--- config.mk ---
export PLATFORM = sky130hd
export DESIGN_NAME = gf8_reduce_acc
export DESIGN_NICKNAME = d
export VERILOG_FILES = /design/src/rtl/gf8_reduce_acc.sv
export SDC_FILE = /design/constraint.sdc
export NUM_CORES = 1
export LEC_CHECK = 0
export BUFFER_PORTS_ARGS = -buffer_cell sky130_fd_sc_hd__buf_4
export CAP_MARGIN = 20
export CORE_MARGIN = 3
export CORE_UTILIZATION = 47
export DETAILED_ROUTE_END_ITERATION = 10
export PLACE_DENSITY = 0.71
export SKIP_CTS_REPAIR_TIMING = 1
export SYNTH_ARGS = -nofsm -noshare
export SYNTH_HDL_FRONTEND = slang
export SYNTH_SLANG_ARGS = --single-unit
--- constraint.sdc ---
create_clock -name clk -period 1.9 [get_ports clk]
set_clock_uncertainty 0.15 [all_clocks]
set_input_delay 0.285 -clock clk [delete_from_list [all_inputs] [get_ports clk]]
set_output_delay 0.285 -clock clk [all_outputs]
set_load 0.03 [all_outputs]
--- src/rtl/gf8_reduce_acc.sv ---
// gf8_reduce_acc
//   Streaming GF(2^8) reduce-and-accumulate stage. It takes raw 15-bit
//   carry-less products, reduces each one modulo POLY, and XOR-accumulates
//   the reduced bytes of a group. A group is closed by in_last. The group
//   sum and its beat count (saturating at 15) are presented on a
//   valid/ready output register.
//
// Parameters
//   POLY       irreducible reduction polynomial, bit 8 must be set
//
// Ports
//   clk        single clock, rising edge
//   rst_n      asynchronous active-low reset
//   in_valid   product beat valid
//   in_ready   block accepts a beat this cycle
//   in_prod    carry-less product, bit i = coefficient of x^i
//   in_last    beat closes the current group
//   out_valid  group result held
//   out_ready  consumer takes the result
//   out_data   reduced XOR sum of the group
//   out_count  beats in the group, saturating at 15
//
// Build option
//   GF8_REDUCE_INREG_EN  when defined, a register stage sits in front of
//                        the reduction. Latency goes from 1 edge to 2 edges
//                        and throughput stays at one beat per cycle.
//
// state | meaning
// IDLE  | cnt == 0 and out_valid == 0
// ACCUM | cnt > 0, a partial group is held in acc
// HOLD  | out_valid == 1 and !out_ready; acc/cnt frozen, input stalled
// ACCUM and HOLD can be active at the same time. They are not encoded
// separately; they follow from cnt and out_valid.

module gf8_reduce_acc #(
  parameter logic [8:0] POLY = 9'h11B
) (
  input  logic        clk,
  input  logic        rst_n,
  input  logic        in_valid,
  output logic        in_ready,
  input  logic [14:0] in_prod,
  input  logic        in_last,
  output logic        out_valid,
  input  logic        out_ready,
  output logic [7:0]  out_data,
  output logic [3:0]  out_count
);

  logic [7:0]  acc;
  logic [3:0]  cnt;
  logic        out_free;
  logic        beat_valid;
  logic        beat_last;
  logic [14:0] beat_prod;
  logic        take;
  logic [7:0]  red;
  logic [7:0]  sum;
  logic [3:0]  cnt_next;

  // The output register can take a new result when it is empty or when it
  // is being drained in this same cycle.
  assign out_free = !out_valid | out_ready;

`ifdef GF8_REDUCE_INREG_EN
  logic        s1_valid;
  logic        s1_last;
  logic [14:0] s1_prod;
  logic        s1_advance;

  assign s1_advance = s1_valid & out_free;
  assign in_ready   = !s1_valid | s1_advance;

  always_ff @(posedge clk or negedge rst_n) begin
    if (!rst_n) begin
      s1_valid <= 1'b0;
      s1_last  <= 1'b0;
      s1_prod  <= '0;
    end else if (in_valid & in_ready) begin
      s1_valid <= 1'b1;
      s1_last  <= in_last;
      s1_prod  <= in_prod;
    end else if (s1_advance) begin
      s1_valid <= 1'b0;
    end
  end

  assign beat_valid = s1_valid;
  assign beat_last  = s1_last;
  assign beat_prod  = s1_prod;
`else
  assign in_ready   = out_free;
  assign beat_valid = in_valid;
  assign beat_last  = in_last;
  assign beat_prod  = in_prod;
`endif

  assign take = beat_valid & out_free;

  // Long division by POLY, from the top coefficient down. Each set bit at
  // x^i (i >= 8) is cancelled by XORing POLY shifted up by i-8.
  function automatic logic [7:0] gf_reduce(input logic [14:0] p);
    logic [14:0] r;
    r = p;
    for (int i = 14; i >= 8; i--) begin
      if (r[i]) r = r ^ ({6'b0, POLY} << (i - 8));
    end
    return r[7:0];
  endfunction

  always_comb begin
    red      = gf_reduce(beat_prod);
    sum      = acc ^ red;
    cnt_next = (cnt == 4'hF) ? 4'hF : cnt + 4'd1;
  end

  always_ff @(posedge clk or negedge rst_n) begin
    if (!rst_n) begin
      acc       <= '0;
      cnt       <= '0;
      out_valid <= 1'b0;
      out_data  <= '0;
      out_count <= '0;
    end else begin
      if (take) begin
        if (beat_last) begin
          acc <= '0;
          cnt <= '0;
        end else begin
          acc <= sum;
          cnt <= cnt_next;
        end
      end

      // A closing beat reloads the output register even while the previous
      // result drains, so back-to-back groups have no bubble.
      if (take & beat_last) begin
        out_data  <= sum;
        out_count <= cnt_next;
        out_valid <= 1'b1;
      end else if (out_valid & out_ready) begin
        out_valid <= 1'b0;
      end
    end
  end

endmodule

; Word-level counts from Yosys, hierarchy flattened
; Cells that the tools add are included.
[word_totals]
inputBits = 20
out_inout_bits = 14
ff_bits = 25
wordCells = 33
[op_classes]
eq_ne = 1
bitwise_logic = 12
add_sub_neg = 1
muxes = 12
reduce_logical = 2
[ops]
columns = cell, count
row1 = inverter 4 bit, 7
row2 = two-way mux 8 bit, 2
row3 = two-way mux 11 bit, 1
row4 = two-way mux 10 bit, 1
row5 = two-way mux 9 bit, 1
row6 = two-way mux 4 bit, 2
row7 = XOR 8 bit, 1
row8 = two-way mux 7 bit, 1
row9 = two-way mux 6 bit, 1
row10 = two-way mux 5 bit, 1
row11 = adder 4 x 1 -> 4 bit (second input constant), 1
row12 = equality test 4 bit (second input constant), 1
row13 = AND 1 bit, 3
row14 = two-way mux 1 bit, 2
row15 = nonzero test 2 bit, 1
row16 = zero test 1 bit, 1
row17 = bitwise OR 1 bit, 1

; Depth between registers and ports, before layout
[logic_depth]
word_depth = 16
ltp_mapped = 6
mapped_depth_nobuf = 5

; Least setup slack after synthesis
; Ideal clock, no wire load.
[synth_path]
kind = register to register
from = register out_valid
to = register cnt[0]
period_less_slack_ns = 1.946
n_path_buf = 1
arrival_ns = 1.675
path_slack_ns = -0.046
t_required_ns = 1.629
path_stages_with_launch = 7
setup_ns = 0.121
cell_sequence = dfrtp_1 > nor2b_1 > inv_1 > nand2_1 > buf_2 > nor2_1 > a22o_1
[synth_between]
elab_chain_len = 3
[synth_lines]
columns = element, line_no
row1 = start: declaration, 44  ; output logic out_valid,
row2 = start signal: assignment, 121  ; out_valid <= 1'b0;
row3 = start signal: assignment, 140  ; out_valid <= 1'b1;
row4 = start signal: assignment, 142  ; out_valid <= 1'b0;
row5 = zero test 1 bit, 63  ; assign out_free = !out_valid | out_ready;
row6 = bitwise OR 1 bit, 63
row7 = via in_ready, 41  ; output logic in_ready,
row8 = AND 1 bit, 98  ; assign take = beat_valid & out_free;
row9 = end signal: assignment, 131  ; cnt <= cnt_next;
row10 = end: declaration, 51  ; logic [3:0] cnt;
; The timed path passes the listed nets, and every way through them passes these cells.
; A chain may end at the register's enable or synchronous reset.

; Worst setup path after layout
[layout_path]
from = register out_valid
to = register acc[6]
[layout_between]
elab_chain_len = 3
[layout_lines]
columns = element, line_no
row1 = zero test 1 bit, 63
row2 = bitwise OR 1 bit, 63
row3 = AND 1 bit, 98
row4 = end signal: assignment, 130  ; acc <= sum;
row5 = end: declaration, 50  ; logic [7:0] acc;
; No other way between the ends.

==> metrics.md <==
| Metric | Value |
|---|---|
| Run status | `complete, no violations` |
| Number of port buffers | `33` |
| GP Congestion | `0.7511` |
| Overall die height | `60.34 µm` |
| Sequential area share after synthesis | `0.4509` |
| Post-synthesis async set-or-reset flop share | `1.000` |
| Final setup margin | `224.6 ps` |
| Upper clock frequency limit | `596.9 MHz` |
| Start-to-end type of the worst setup path | `reg -> reg` |
| Worst slew slack as a fraction of its limit | `0.7520` |
| Total nets after synthesis | `151` |
| Largest stage delay on the critical path | `410 ps` |
| Slowest cell on crit path | `sky130_fd_sc_hd__dfrtp_1` |
| Ports placed on the boundary | `34` |
| Sum of routed wire length over all layers | `2727 µm` |
| Wire length of the first global-routing pass | `4422 µm` |
| P&R area growth vs syn | `23.81%` |
| CTS clk-pin slew, worst paths | `140 ps` |
| Antenna violations before repair | `0` |
| Worst-Skew Late Latency | `330 ps` |
| Number of distinct library cells after synthesis | `29` |
| Number of cells on the worst reg-to-reg path | `6` |
| Total of fill cells in the finished design | `237` |
| Worst slew pin tran | `371.1 ps` |
| TritonCTS Sinks | `25` |
| TritonCTS clock tree | `done` |
| Synthesized area per cell | `10.67 µm²` |
| RSZ-0062 raised after global routing | `false` |
| Ant. Diodes | `0` |
| # setup viols final | `0` |
| Register bit count reported by yosys | `25` |
| Via count of the first global-routing pass | `1005` |
| Fraction of the cycle the final worst path needs | `0.8818` |
| Ratio of routed vias to standard cells | `5.394` |
| Post-synthesis cell area | `~1400 µm²` |
| Area occupied by multi-input gates | `735.7 µm²` |
| Pwr Density | `1128 nW/µm²` |
| Utilization of the core after routing | `0.6176` |
| CTS Buffer Depth | `2` |
| Floorplan row count | `19` |
| Critical path arrival | `1800 ps` |
| Initial cell density of the core | `0.4989` |
| Overall global routing resource usage | `0.1604` |
| Overflow left after global routing | `0` |
| Endpoint of the worst register-to-register path | `acc[6]` |
| Area used by sequential logic in the layout | `~630 µm²` |
| Standard cell core area | `between 2000 and 3000 µm²` |
| Total via count in the routed design | `1068` |
| H-tree levels | `1` |
| Setup tns final | `0 ps` |
| Number of flops mapped to enable cells by yosys | `0` |
| Leading cell type in the layout, fill and taps excluded | `sky130_fd_sc_hd__buf_4` |
| Worst Hold Depth | `4` |
| Largest net degree at the start of global routing | `26` |
| Cell count after placement | `slightly below 200` |
| Horizontal die dimension | `~60 µm` |
| Final hold viol count | `0` |
| Element type at the critical path end | `flip-flop` |
| Slack of the worst reg-to-reg path | `220 ps` |
| Final Non-Filler Cells | `a little under 200` |
| Number of detailed-routing iterations run before antenna repair | `4` |
| Buffer type at the clock tree root | `sky130_fd_sc_hd__clkbuf_4` |
| Post-Place Setup Slack | `144.4 ps` |
| Synthesis Warnings | `0` |
| Final nets | `roughly 190` |
| Remaining number of nets flagged by the antenna check after routing | `0` |
| Critical Path Source Type | `flip-flop` |
| # DRC | `0` |
| Worst hold path class | `in -> reg` |
| Launching element of the worst setup path | `out_valid` |
| Die Area | `approximately 3600 µm²` |
| Worst endpoint required time | `2030 ps` |
| CP Cell Sequence | `nor2b_2 -> inv_1 -> nand2_1 -> buf_4 -> nor3_1 -> a22o_1` |
| Instance count of the mapped netlist | `130` |
| Crit path max fanout | `11` |
| Critical register-to-register path startpoint | `out_valid` |
| End of the critical path | `acc[6]` |
| Layout cells sized above 1 | `0.2934` |
| Iteration-0 DRC Markers | `41` |
| Maximum vdd ir drop | `around 0.81 mV` |
| Most used DFF post-synth | `sky130_fd_sc_hd__dfrtp_1` |
| Final critical delay including setup and external delays | `1675 ps` |
| Worst-case hold slack | `100.6 ps` |
| Number of maximum-capacitance constraint violations | `0` |
| TritonCTS Buffers | `3` |
| HPWL Detailed | `~2100 µm` |
| Wire length per cell | `13.77 µm` |
| Number of max-slew violations in the final report | `0` |
| Commonest cells after routing, fill and taps aside | `36 x sky130_fd_sc_hd__buf_4, 25 x sky130_fd_sc_hd__dfrtp_1, 19 x sky130_fd_sc_hd__nand2_1` |
| Leakage power summed over all cells | `0.8223 nW` |
## synthesized netlist by cell type (2+ instances only)
| master | count | area [µm²] |
|---|---|---|
| sky130_fd_sc_hd__a21oi_1 | 2 | 10.01 |
| sky130_fd_sc_hd__a221o_1 | 3 | 30.03 |
| sky130_fd_sc_hd__a22o_1 | 3 | 26.28 |
| sky130_fd_sc_hd__buf_2 | 2 | 10.01 |
| sky130_fd_sc_hd__dfrtp_1 | 25 | 625.6 |
| sky130_fd_sc_hd__inv_1 | 2 | 7.510 |
| sky130_fd_sc_hd__mux2_2 | 3 | 33.78 |
| sky130_fd_sc_hd__mux2i_1 | 3 | 30.03 |
| sky130_fd_sc_hd__nand2_1 | 19 | 71.32 |
| sky130_fd_sc_hd__nand3_1 | 3 | 15.01 |
| sky130_fd_sc_hd__nor2_1 | 5 | 18.77 |
| sky130_fd_sc_hd__nor2b_1 | 2 | 12.51 |
| sky130_fd_sc_hd__nor3_1 | 6 | 30.03 |
| sky130_fd_sc_hd__o21ai_0 | 12 | 60.06 |
| sky130_fd_sc_hd__o31ai_1 | 3 | 22.52 |
| sky130_fd_sc_hd__xnor2_1 | 13 | 113.9 |
| sky130_fd_sc_hd__xnor2_2 | 2 | 32.53 |
| sky130_fd_sc_hd__xnor3_1 | 3 | 67.56 |
| sky130_fd_sc_hd__xor2_1 | 9 | 78.83 |
## per-layer routing
metal,vias up,track usage,part of all wire
met1,506,0.1932,0.44
met3,5,0.01489,0.045
li1,526,-,-
met5,-,0,0
met2,31,0.2932,0.50
met4,0,0.06329,0.014
## critical path, delay by kind of cell, from the launching register on
family	cells	cell delay (ps)
simple gates	3	550
flops	1	410
buf+inv	2	360
compound gates	1	160
## flip-flops by register name, summed over array words and instances, names as in the netlist
register / count
acc: 8
cnt: 4
out_count: 4
out_data: 8
out_valid: 1
## kinds of logic (layout without fill, tap and decap cells)
family	Yosys count	in the layout	synth area share
adder cells (fa/ha/maj)	1	1	0.009016
AO/OA/AOI/OAI	25	25	0.1154
flip-flops	25	25	0.4509
AND/OR/NAND/NOR	39	39	0.1299
multiplexers	6	6	0.04599
buffers and inverters	6	43	0.02074
XOR/XNOR	28	28	0.2281
## layout make-up
class | instances | area share
Inverter | 2 | 0.004370
Clock buffer | 3 | 0.01311
Tap cell | 31 | 0.02258
Timing Repair Buffer | 37 | 0.1631
Clock inverter | 1 | 0.004370
Sequential cell | 25 | 0.3642
Multi-Input combinational cell | 99 | 0.4283
## per-stage QoR
| stage | instance area (µm²) | total power, mW |
|---|---|---|
| 3_5_place_dp | 1678 | 1.707 |
| 2_1_floorplan | 1390 | 1.405 |
| 4_1_cts | 1708 | 1.956 |
| 6_report | 1718 | 1.937 |
| 3_3_place_gp | 1678 | 1.678 |
| 5_1_grt | 1718 | 2.058 |
## worst min-delay path by stage
stage               from           end
4_1_cts            rst_n        acc[0]
5_1_grt          in_last        cnt[1]
3_5_place_dp       rst_n  out_count[0]
6_report       out_ready     out_valid
3_3_place_gp       rst_n  out_count[0]
2_1_floorplan      rst_n        acc[0]
## power breakdown
part           leakage, nW  internal, mW  switching (mW)
Clock               0.0139        0.0806           0.168
Sequential           0.318         0.699           0.134
Combinational        0.491         0.395           0.461
Total                0.822          1.17           0.763
Note: power is estimated with default switching activity, not from simulation.
